### src/rtl/usb_rx_data_buffer_pkg.sv
// Shared types and constants for the USB receive data buffer.
package usb_buf_pkg;

  localparam int BUF_DEPTH = 64;

  typedef enum logic [1:0] {SIZE_BYTE, SIZE_HALF, SIZE_WORD, SIZE_RSVD} rx_size_t;

  // The reserved size code reads a full word, the same as SIZE_WORD.
  function automatic logic [2:0] size_to_bytes(rx_size_t size);
    case (size)
      SIZE_BYTE: return 3'd1;
      SIZE_HALF: return 3'd2;
      default:   return 3'd4;
    endcase
  endfunction

endpackage

### src/rtl/usb_rx_data_buffer_if.sv
// Bus between the receiver/slave/controller side and the receive buffer.
// Error flag signals exist only when RX_BUF_ERR_EN is defined.
interface usb_rx_data_buffer_if
  import usb_buf_pkg::*;
#(
  parameter int OCC_W = 7
) ();

  logic             store_rx_packet_data;
  logic [7:0]       rx_packet_data;
  logic             get_rx_data;
  rx_size_t         rx_data_size;
  logic             flush;
  logic [OCC_W-1:0] buffer_occupancy;
  logic [31:0]      rx_data;
`ifdef RX_BUF_ERR_EN
  logic             rx_overrun;
  logic             rx_underrun;

  modport master (
    output store_rx_packet_data, rx_packet_data, get_rx_data, rx_data_size, flush,
    input  buffer_occupancy, rx_data, rx_overrun, rx_underrun
  );
  modport slave (
    input  store_rx_packet_data, rx_packet_data, get_rx_data, rx_data_size, flush,
    output buffer_occupancy, rx_data, rx_overrun, rx_underrun
  );
`else
  modport master (
    output store_rx_packet_data, rx_packet_data, get_rx_data, rx_data_size, flush,
    input  buffer_occupancy, rx_data
  );
  modport slave (
    input  store_rx_packet_data, rx_packet_data, get_rx_data, rx_data_size, flush,
    output buffer_occupancy, rx_data
  );
`endif

endinterface

### src/rtl/usb_rx_data_buffer_mem.sv
// Byte storage for the receive buffer: one write port and four combinational
// read ports at consecutive addresses, wrapping modulo DEPTH.
module rx_buf_mem #(
  parameter int DEPTH = 64,
  parameter int AW    = $clog2(DEPTH)
) (
  input  logic               clk,
  input  logic               we,
  input  logic [AW-1:0]      waddr,
  input  logic [7:0]         wdata,
  input  logic [AW-1:0]      raddr,
  output logic [3:0][7:0]    rdata
);

  logic [7:0] mem [DEPTH];

  always_ff @(posedge clk) begin
    if (we) begin
      mem[waddr] <= wdata;
    end
  end

  // Address arithmetic is AW bits wide, so a read straddling the top wraps to 0.
  for (genvar gi = 0; gi < 4; gi++) begin : g_rd_port
    assign rdata[gi] = mem[raddr + AW'(gi)];
  end

endmodule

### src/rtl/usb_rx_data_buffer.sv
// Circular receive FIFO returning 1/2/4 little-endian bytes per get.
// Optional sticky overrun/underrun flags are built when RX_BUF_ERR_EN is defined.
module usb_rx_data_buffer
  import usb_buf_pkg::*;
#(
  parameter int DEPTH = BUF_DEPTH,
  parameter int OCC_W = $clog2(DEPTH) + 1
) (
  input  logic                 clk,
  input  logic                 n_rst,
  usb_rx_data_buffer_if.slave  bus
);

  localparam int AW = OCC_W - 1;

  logic [OCC_W-1:0] wr_ptr_reg, wr_ptr_next;
  logic [OCC_W-1:0] rd_ptr_reg, rd_ptr_next;
  logic [OCC_W-1:0] occ;
  logic [2:0]       n_req;
  logic [2:0]       n_pop;
  logic             full;
  logic             wr_accept;
  logic [3:0][7:0]  rd_bytes;
  logic [3:0][7:0]  rd_lanes;
  logic [31:0]      rx_data_reg, rx_data_next;

  assign occ   = wr_ptr_reg - rd_ptr_reg;
  assign full  = (occ == OCC_W'(DEPTH));
  assign n_req = size_to_bytes(bus.rx_data_size);

  always_comb begin
    n_pop = 3'd0;
    if (bus.get_rx_data) begin
      n_pop = (OCC_W'(n_req) <= occ) ? n_req : occ[2:0];
    end
  end

  // A full FIFO still takes a byte when the same-cycle get frees a slot.
  assign wr_accept = bus.store_rx_packet_data && (!full || (n_pop != 3'd0));

  rx_buf_mem #(
    .DEPTH (DEPTH),
    .AW    (AW)
  ) u_mem (
    .clk   (clk),
    .we    (wr_accept && !bus.flush),
    .waddr (wr_ptr_reg[AW-1:0]),
    .wdata (bus.rx_packet_data),
    .raddr (rd_ptr_reg[AW-1:0]),
    .rdata (rd_bytes)
  );

  for (genvar gi = 0; gi < 4; gi++) begin : g_lane
    assign rd_lanes[gi] = (3'(gi) < n_pop) ? rd_bytes[gi] : 8'h00;
  end

  always_comb begin
    wr_ptr_next  = wr_ptr_reg;
    rd_ptr_next  = rd_ptr_reg;
    rx_data_next = rx_data_reg;
    if (bus.flush) begin
      wr_ptr_next  = '0;
      rd_ptr_next  = '0;
      rx_data_next = '0;
    end else begin
      if (wr_accept) begin
        wr_ptr_next = wr_ptr_reg + OCC_W'(1);
      end
      if (bus.get_rx_data) begin
        rd_ptr_next  = rd_ptr_reg + OCC_W'(n_pop);
        rx_data_next = rd_lanes;
      end
    end
  end

  always_ff @(posedge clk or negedge n_rst) begin
    if (!n_rst) begin
      wr_ptr_reg  <= '0;
      rd_ptr_reg  <= '0;
      rx_data_reg <= '0;
    end else begin
      wr_ptr_reg  <= wr_ptr_next;
      rd_ptr_reg  <= rd_ptr_next;
      rx_data_reg <= rx_data_next;
    end
  end

  assign bus.buffer_occupancy = occ;
  assign bus.rx_data          = rx_data_reg;

`ifdef RX_BUF_ERR_EN
  logic overrun_reg, overrun_next;
  logic underrun_reg, underrun_next;

  // Flush clears the flags and masks any error raised in the same cycle.
  always_comb begin
    overrun_next  = overrun_reg  | (bus.store_rx_packet_data && !wr_accept);
    underrun_next = underrun_reg | (bus.get_rx_data && (n_pop < n_req));
    if (bus.flush) begin
      overrun_next  = 1'b0;
      underrun_next = 1'b0;
    end
  end

  always_ff @(posedge clk or negedge n_rst) begin
    if (!n_rst) begin
      overrun_reg  <= 1'b0;
      underrun_reg <= 1'b0;
    end else begin
      overrun_reg  <= overrun_next;
      underrun_reg <= underrun_next;
    end
  end

  assign bus.rx_overrun  = overrun_reg;
  assign bus.rx_underrun = underrun_reg;
`endif

endmodule

### src/flat_wrapper.sv
// flat-port wrapper written by rule: the top's interface ports become plain ports
module usb_rx_data_buffer_flat import usb_buf_pkg::*;
#(
  parameter int DEPTH = BUF_DEPTH,
  parameter int OCC_W = $clog2(DEPTH) + 1
)
  (clk, n_rst, bus_store_rx_packet_data, bus_rx_packet_data, bus_get_rx_data, bus_rx_data_size, bus_flush, bus_buffer_occupancy, bus_rx_data);
  usb_rx_data_buffer_if #(.OCC_W(OCC_W)) bus_i ();
  input  logic clk;
  input  logic n_rst;
  input wire logic [$bits(bus_i.store_rx_packet_data)-1:0] bus_store_rx_packet_data;
  input wire logic [$bits(bus_i.rx_packet_data)-1:0] bus_rx_packet_data;
  input wire logic [$bits(bus_i.get_rx_data)-1:0] bus_get_rx_data;
  input wire logic [$bits(bus_i.rx_data_size)-1:0] bus_rx_data_size;
  input wire logic [$bits(bus_i.flush)-1:0] bus_flush;
  output wire logic [$bits(bus_i.buffer_occupancy)-1:0] bus_buffer_occupancy;
  output wire logic [$bits(bus_i.rx_data)-1:0] bus_rx_data;
  assign bus_i.store_rx_packet_data = bus_store_rx_packet_data;
  assign bus_i.rx_packet_data = bus_rx_packet_data;
  assign bus_i.get_rx_data = bus_get_rx_data;
  assign bus_i.rx_data_size = bus_rx_data_size;
  assign bus_i.flush = bus_flush;
  assign bus_buffer_occupancy = bus_i.buffer_occupancy;
  assign bus_rx_data = bus_i.rx_data;
  usb_rx_data_buffer #(.DEPTH(DEPTH), .OCC_W(OCC_W)) u_core (.clk(clk), .n_rst(n_rst), .bus(bus_i));
endmodule
### config.mk
export PLATFORM = sky130hd
export DESIGN_NAME = usb_rx_data_buffer_flat
export DESIGN_NICKNAME = d
export VERILOG_FILES = /design/src/rtl/usb_rx_data_buffer_pkg.sv /design/src/rtl/usb_rx_data_buffer_if.sv /design/src/rtl/usb_rx_data_buffer_mem.sv /design/src/rtl/usb_rx_data_buffer.sv /design/src/flat_wrapper.sv
export SDC_FILE = /design/constraint.sdc
export NUM_CORES = 1
export LEC_CHECK = 0
export BUFFER_PORTS_ARGS = -buffer_cell sky130_fd_sc_hd__buf_2
export CAP_MARGIN = 30
export CORE_AREA = 2 2 224 270
export CTS_BUF_LIST = sky130_fd_sc_hd__clkbuf_16
export CTS_CLUSTER_DIAMETER = 200
export CTS_CLUSTER_SIZE = 28
export DETAILED_ROUTE_END_ITERATION = 12
export DIE_AREA = 0 0 226 272
export PLACE_DENSITY = 0.76
export SKIP_LAST_GASP = 1
export SLEW_MARGIN = 20
export SYNTH_ARGS = -nofsm -noshare
export SYNTH_HDL_FRONTEND = slang
export SYNTH_HIERARCHICAL = 1
export SYNTH_SLANG_ARGS = --single-unit
### constraint.sdc
create_clock -name clk -period 6.85 [get_ports clk]
set_input_delay 1.37 -clock clk [delete_from_list [all_inputs] [get_ports clk]]
set_output_delay 1.37 -clock clk [all_outputs]
set_load 0.01 [all_outputs]
==> results.py <==
metrics = {
    "sta": {
        "worstMarginPinSlew_ps": 1200,
        "final.min_clock_period_ps": 5500,
        "setup_viol": 0,
        "hold_viol_final": 0,
        "maxSlewViolCount": 0,
        "clock.fmax_mhz": 182,
        "timing.final.ws_setup_ps": 1350,
        "fin_crit_sh_pct": 80.4,
        "hold_ws_ps": 509,
        "rsz0062_at_grt": "no",
        "setup_tns_ps": 0,
        "skew_ps": 28.5,
        "slew_headroom_pct": 19.9,
    },
    "setup_path": {
        "path_cells": "inv_1, ha_4, buf_12, mux4_2, mux4_2, mux2i_1, a2bb2oi_1, a22o_1",
        "worst_path_most_repeated_cell": "mux4_2",
        "cp_data_required_time_ps": 7370,
        "cp_max_fo": 104,
        "cp_top_family": "multiplexers",
        "cp_slowest_cell": "ha_4",
        "max_stage_delay_ps": 950,
        "cp-start-kind": "register",
        "crit_arrival_ps": 6020,
        "worst-path-buf-inv": 2,
        "path_class": "register to register",
        "endpoint_kind": "register",
    },
    "logic_synthesis": {
        "synth_cell_types": 68,
        "syn_area_per_cell_um2": 16.0,
        "syn_area_mm2": 0.0350,
        "syn_nets": 2219,
        "synth-seq-cells": 558,
        "synth_flop_cell": "edfxtp_1",
        "postSynthCellCount": 2184,
        "synthArstFlopShare_pct": 8.24,
        "synth-edff-count": 512,
        "yosys_warnings": 6,
        "synth-seq-area-share_pct": 47.2,
    },
    "clock_network": {
        "cts_sinks": 558,
        "clock-root-buffer": "clkbuf_16",
        "cts_tree": "built",
        "postCtsSetupRepairBufs": 0,
        "clock_path_buffers": 3,
        "clock_latency_ps": 610,
        "cts_htree_levels": 1,
        "ctsHoldBuffers": 0,
        "path_clk_slew_ps": 120,
        "cts_resized": 0,
        "cts_buffers": 23,
    },
    "cells_and_area": {
        "multi_input_area_mm2": 0.0175,
        "fillers": 4244,
        "drive_gt1_share_pct": 33.2,
        "fin_util_pct": 62.6,
        "largest_register_ffs": 512,
        "register_area_mm2": 0.0165,
        "fin_cells": 2983,
        "area_delta_synth_final_pct": 5.48,
        "design_area_mm2": 0.0369,
        "finalNetCount": 2200,
    },
    "drt": {
        "vias": 24400,
        "wl_met1_mm": 39.3,
        "highest_layer": "met5",
        "vias_per_cell": 8.18,
        "drtAntennaViolNets": 0,
        "drc_errors": 0,
        "routedWlPerCell_um": 40.4,
        "drtIter0Drc": 4512,
        "wl_met3_mm": 17.3,
        "dr.pass1.iters": 6,
        "routed_wl_mm": 121,
        "route.met2.wl_mm": 53.9,
    },
    "power": {
        "power_frac_seq_pct": 47.6,
        "pwr-share-clk_pct": 20.8,
        "finalPower_mw": 8.02,
        "p_sw_mw": 2.61,
        "sw_frac_of_total_pct": 32.6,
        "p_per_area_mw_per_mm2": 217,
        "p_int_mw": 5.41,
        "combinationalPowerShare_pct": 31.5,
        "ir_drop_mv": 0.171,
        "p_leak_nw": 11.4,
    },
    "floorplanning": {
        "dieArea_mm2": 0.0615,
        "die_width_um": 226,
        "boundaryPins": 54,
        "die_h_um": 272,
        "initial_core_util_pct": 59.3,
        "rows": 98,
        "coreArea_mm2": 0.0590,
    },
    "placement": {
        "dp_slack_ps": 1760,
        "post-dp-hpwl_mm": 83.0,
        "io_buffers": 53,
        "dpl_cell_area_mm2": 0.0361,
        "place.gp.congestion": 1.05,
        "dp_cells": 2921,
    },
    "worst_hold_path": {
        "hold_path.class": "register to register",
    },
    "global_routing": {
        "grt_pass1_vias": 23100,
        "grt_max_degree": 143,
        "grtUsageTotal_pct": 39.9,
        "grt_first_pass_wirelength_mm": 172,
        "grt-ovfl-total": 0,
        "antenna_found_initial": 3,
    },
    "run": {
        "maxCapViolations": 0,
    },
    "outcome": {
        "status": "finished, final reports clean",
    },
}
==> final cells by class <==
cell class / instances / share of cell area [%]
Antenna cell: 2 / 0.0136
Timing Repair Buffer: 149 / 3.04
Multi-Input combinational cell: 1412 / 47.5
Sequential cell: 558 / 44.8
Tap cell: 800 / 2.71
Inverter: 21 / 0.214
Clock inverter: 18 / 0.183
Clock buffer: 23 / 1.56
==> synth_stat cells (all sizes together) (8+ instances only) <==
master	number	area share, %
buf	126	2.2
a32oi	18	0.45
o22ai	20	0.36
nand4	14	0.25
inv	21	0.23
nor2b	15	0.27
a211oi	20	0.48
o21ai	26	0.38
a22o	33	0.83
xor2	10	0.35
nand3	62	0.89
dfrtp	46	3.3
mux2i	126	3.6
o211ai	11	0.24
mux4	506	33
ha	18	0.64
a21oi	32	0.47
mux2	16	0.51
nand2b	8	0.14
xnor2	24	0.66
a311oi	13	0.43
nand2	210	2.3
clkbuf	67	0.72
nor2	100	1.1
nor3	10	0.14
and3	8	0.15
edfxtp	512	44
a31oi	32	0.59
==> placed cells by master, fill, tap and decap left out, types with 11 or more instances in the layout <==
cell	n
a211oi_1	18
buf_4	83
o211ai_1	11
o22ai_1	20
o21ai_0	25
nor2b_1	15
mux2_2	16
a32oi_1	18
nand4_1	14
a21oi_1	31
a311oi_1	11
clkbuf_16	23
dfrtp_1	42
edfxtp_1	512
a22o_1	33
a31oi_1	31
mux4_2	502
nand2_1	210
buf_2	54
nor2_1	97
mux2i_1	126
nand3_1	62
inv_1	37
xnor2_1	17
ha_1	16
==> worst reg2reg max path: cells and delay by family (launching register included) <==
kind            cells  cell delay [ps]
mux                 3             1950
fa+ha+maj           1              950
flops               1              730
buf+inv             2             1100
compound gates      2              680
==> power groups by stage <==
| stage | sequential [mW] | clock (mW) | combinational [mW] |
|---|---|---|---|
| floorplan | 3.86 | 0 | 1.62 |
| global placement | 3.89 | 0 | 2.39 |
| detailed placement | 3.89 | 0 | 2.43 |
| CTS | 3.82 | 1.69 | 2.43 |
| global route | 3.82 | 1.79 | 2.58 |
| finish | 3.82 | 1.67 | 2.53 |
==> metal layers <==
layer  track usage [%]  up-vias
li1                  -     9209
met1              52.9    12400
met2              59.6     2309
met3              11.0      471
met4              24.0        4
met5                 0        -
==> final timing paths <==
path,start,to,slack [ps],depth (start not counted)
max,u_core/rd_ptr_reg[1]$_DFFE_PN0P_,u_core/bus.rx_data[14]$_DFFE_PN0P_,1350,8
min,u_core/bus.rx_data[23]$_DFFE_PN0P_,u_core/bus.rx_data[23]$_DFFE_PN0P_,510,1
max reg2reg,u_core/rd_ptr_reg[1]$_DFFE_PN0P_,u_core/bus.rx_data[14]$_DFFE_PN0P_,1350,8
min reg2reg,u_core/bus.rx_data[23]$_DFFE_PN0P_,u_core/bus.rx_data[23]$_DFFE_PN0P_,510,1
max in group asynchronous,n_rst,u_core/bus.rx_data[1]$_DFFE_PN0P_,5560,2
min in group asynchronous,n_rst,u_core/wr_ptr_reg[1]$_DFFE_PN0P_,730,1
==> logic make-up (layout without fill, tap and decap cells) <==
kind of cell | count (synthesis) | after routing | share of synthesized area (%)
other | 0 | 2 | 0
adder cells (fa/ha/maj) | 20 | 20 | 0.758
XOR/XNOR | 34 | 34 | 1.01
multiplexers | 648 | 648 | 36.7
buffers and inverters | 214 | 211 | 3.11
flip-flops | 558 | 558 | 47.2
AO/OA/AOI/OAI | 265 | 265 | 5.68
AND/OR/NAND/NOR | 445 | 445 | 5.50
Power figures use the tool's default switching activity.
